--- src/rtl/sort_order_cmp.sv ---
// sort_order_cmp: flags an out-of-order neighbour pair (equal values are legal)
module sort_order_cmp #(
  parameter int DATA_WDTH  = 32,
  parameter int SIGNED     = 0,
  parameter int DESCENDING = 0
) (
  input  logic [DATA_WDTH-1:0] prev,
  input  logic [DATA_WDTH-1:0] cur,
  output logic                 violation
);
  logic lt, gt;
  always_comb begin
    lt = (SIGNED != 0) ? ($signed(cur) < $signed(prev)) : (cur < prev);
    gt = (SIGNED != 0) ? ($signed(cur) > $signed(prev)) : (cur > prev);
    violation = (DESCENDING != 0) ? gt : lt;
  end
endmodule

--- config.mk ---
export PLATFORM = sky130hd
export DESIGN_NAME = sort_order_cmp
export DESIGN_NICKNAME = d
export VERILOG_FILES = /design/src/rtl/sort_order_cmp.sv
export SDC_FILE = /design/constraint.sdc
export NUM_CORES = 1
export LEC_CHECK = 0
export ABC_AREA = 1
export CAP_MARGIN = 20
export CORE_AREA = 2 2 61 46
export DETAILED_ROUTE_END_ITERATION = 8
export DIE_AREA = 0 0 63 48
export PLACE_DENSITY_LB_ADDON = 0.3
export SLEW_MARGIN = 20
export SYNTH_ARGS = -nofsm -noshare
export SYNTH_HDL_FRONTEND = slang
export SYNTH_SLANG_ARGS = --single-unit
--- constraint.sdc ---
create_clock -name vclk -period 1.79
set_input_delay 0.358 -clock vclk [all_inputs]
set_output_delay 0.358 -clock vclk [all_outputs]
set_load 0.02 [all_outputs]
Word level (Yosys, flattened, before mapping)
Index checks and enable logic that the tools add are counted.

storage, ports and cells
  output and inout bits = 1
  register bits = 0
  bits of input ports = 64
  word-level logic and storage cells = 1

cells by class
  $lt $le $gt $ge = 1

operators with widths
  cell                         number
  less-than comparator 32 bit  1

Longest topological paths before layout
Gate-level depths: netlist of run 1.

  depth in word-level cells = 1
  depth in mapped cells = 11
  depth with buffers taken out = 11

Least setup slack after synthesis of run 1
OpenSTA, ideal clock, no wires.

  kind = input to output
  start = input prev[5]
  end = output violation
  data required time = 1.432 ns
  buffers on the path = 0
  arrival = 1.332 ns
  path slack = 0.100 ns
  stages = 9
  path through = inv_1 -> ha_1 -> a21oi_1 -> nor2_1 -> nor3_2 -> nand2_1 -> nand2_1 -> nand2_1 -> a21oi_2

on the way
  word-level cells in the longest chain between the ends = 1

ends and longest elaborated chain
  what                         RTL line  text
  start, declared              7         input logic [DATA_WDTH-1:0] prev,
  less-than comparator 32 bit  13        lt = (SIGNED != 0) ? ($signed(cur) < $signed(prev)) : (cur < prev);
  end, declared                9         output logic violation

No other way between the ends.

Final worst setup path of run 1
  start = input prev[22]
  end = output violation

The elaborated chain is that of the path after synthesis.

==> results.py, run 1 <==
metrics = {
    "run_status": {
        "outcome": "finished, violations left",
        "failed_checks": "negative setup slack",
    },
    "power_and_ir_drop": {
        "p_leak_nw": 0.9031,
        "peakVddDrop_mv": 0.1338,
        "total_power_w": 0.0004786,
        "pwr_density_cell_mw_per_mm2": 247.7,
    },
    "global_routing": {
        "grt_overflow": 0,
        "antenna_found_initial": 0,
        "grt_usage": 0.2134,
        "grt_pass1_vias": 1171,
        "grt_max_degree": 4,
        "grt_pass1_wl_mm": 5.078,
    },
    "yosys": {
        "synth_top_family_by_area": "adder cells",
        "synth_xor_area_frac": 0,
        "synth_cell_types": 14,
        "synthCells": 130,
        "synth_area_um2": 815.8,
        "ys_seq_area_frac": 0,
        "syn_nets": 225,
        "synth-compound-area-share": 0.1350,
        "synth.mux.area_fraction": 0,
        "yosys.area_share.simple": 0.2193,
        "ys.warnings.count": 0,
        "synthAdderAreaFrac": 0.4755,
        "avgSynthCellArea_um2": 6.275,
    },
    "placed_design": {
        "gp_congestion": 0.6665,
        "io_buffers": 65,
        "place_hpwl_mm": 2.368,
        "pre_cts_ws_ns": -0.9718,
        "dpl_cell_area_mm2": 0.001524,
    },
    "timing": {
        "drv_slew": 0,
        "finalHoldViolCount": 0,
        "fin_ws_ns": -0.2297,
        "rsz0062_at_grt": "yes",
        "slew_headroom": 0.8515,
        "hold_slack_ns": 1.336,
        "setup_viol": 1,
        "post-route-min-period_ns": 2.020,
        "clock.fmax_mhz": 495.1,
        "tightest_slew_ns": 0.2221,
        "min_period_over_period": 1.128,
    },
    "drt": {
        "drt-initial-drc-count": 7,
        "routed_wl_mm": 3.509,
        "routedWlPerCell_um": 14.93,
        "num_vias": 1112,
        "via_per_inst": 4.732,
        "antenna_left": 0,
        "dr.pass1.iters": 3,
        "route.detailed.drc": 0,
    },
    "cells_and_area": {
        "nets": 298,
        "clock_buffers": 0,
        "utilization": 0.8105,
        "ff_latch_area_um2": 0,
        "diodes": 0,
        "areaGrowthSynthToFinish_pct": 136.8,
        "drive_above_1_share": 0.6219,
        "seq_cell_count": 0,
        "design_area_mm2": 0.001932,
        "n_fill_cell": 164,
    },
    "floorplan": {
        "core_area_mm2": 0.002384,
        "die_w_um": 63,
        "die_area_mm2": 0.003024,
        "io_pins": 65,
        "die_height_um": 48,
        "start_util": 0.3423,
        "std_cell_rows": 15,
    },
    "critical_path": {
        "cp.arrival_ns": 1.66,
        "worstPathMaxFanout": 2,
        "cp-start-kind": "primary input",
        "end_kind": "primary output",
        "critical_path_class": "primary input to primary output",
        "cp.required_ns": 1.43,
    },
    "job": {
        "maxCapViolCount": 0,
    },
    "cts": {
        "cts.hold.buffers_added": 0,
    },
    "hold_path": {
        "min_path_type": "primary input to primary output",
    },
}
==> layout make-up <==
type	count	area, µm²	share of cell area
tap	34	42.54	0.02202
timing repair buffer	71	586.8	0.3038
inverter	37	143.9	0.07448
multi-input combinational	93	1159	0.5997
==> worst paths after layout <==
check / start / endpoint / slack [ns] / cells past startpoint
worst min-delay path: cur[15] / violation / 1.34 / 8
worst max-delay path: prev[22] / violation / -0.23 / 11
==> cells by family after synthesis <==
family / count (synthesis)
AO/OA/AOI/OAI: 20
adder cells (fa/ha/maj): 31
AND/OR/NAND/NOR: 42
buffers and inverters: 37
==> cell usage after synthesis (2+ instances only) <==
cell	instances	area, µm²
a21oi_1	13	65.06
ha_1	31	387.9
nand3_1	2	10.01
nor3_2	2	20.02
o21ai_0	3	15.01
inv_1	37	138.9
nor2_1	8	30.03
nand2_1	27	101.4
a21oi_2	2	17.52
==> layout by cell type (no fill, tap or decap), types with 2 or more instances in the layout <==
cell              n
nor2_2            2
inv_4             2
clkbuf_2         10
dlygate4sd2_1    14
nand2_2           7
nor3_2            2
ha_2              3
nand2_1          17
a21oi_1           3
clkdlybuf4s15_2   3
nand2_4           3
inv_1            11
o21ai_2           2
a21oi_4           4
nor2_1            5
buf_6             8
inv_2            24
clkdlybuf4s15_1  19
o21ai_1           2
a21oi_2           8
buf_2            11
ha_4             26
buf_4             6
ha_1              2
==> per-stage QoR <==
stage          cells  TNS, ns
2_1_floorplan    130        0
3_3_place_gp     231  -0.9134
3_5_place_dp     231  -0.9718
4_1_cts          234  -0.1049
5_1_grt          235  -0.2526
6_report         235  -0.2297
==> power by group <==
group          switching (W)  internal (W)
Combinational       0.000216      0.000262
Clock                      0             0
Sequential                 0             0
==> worst max-delay path: stages <==
cell,delay [ns]
dlygate4sd2_1,0.24
inv_2,0.06
ha_4,0.19
nand2_2,0.06
nor2_1,0.05
nor2_1,0.17
nand3_1,0.13
nand2_1,0.08
nand2_1,0.06
a21oi_2,0.12
buf_6,0.13
==> metal layers <==
| metal | up-vias | track usage | share of wire |
|---|---|---|---|
| met5 | - | 0 | 0 |
| met3 | 2 | 0.01412 | 0.028 |
| met2 | 25 | 0.4936 | 0.59 |
| met1 | 530 | 0.2280 | 0.38 |
| li1 | 555 | - | - |
| met4 | 0 | 0.01778 | 0.0023 |
==> timing repair <==
item	in CTS	in global routing
setup endpoints to repair	1	1
pin swaps	72	40
setup buffers	3	1
gates resized for setup	217	51
(Power assumes the default switching activity.)
==> inputs of run 2 (changes only) <==
--- a/config.mk
+++ b/config.mk
@@ -6,6 +6,7 @@
 export NUM_CORES = 1
 export LEC_CHECK = 0
 export ABC_AREA = 1
+export ABC_CLOCK_PERIOD_IN_PS = 1790
 export CAP_MARGIN = 20
 export CORE_AREA = 2 2 61 46
 export DETAILED_ROUTE_END_ITERATION = 8
==> results of run 2 <==
The final DEF is identical to that of run 1; final timing and power are the same.
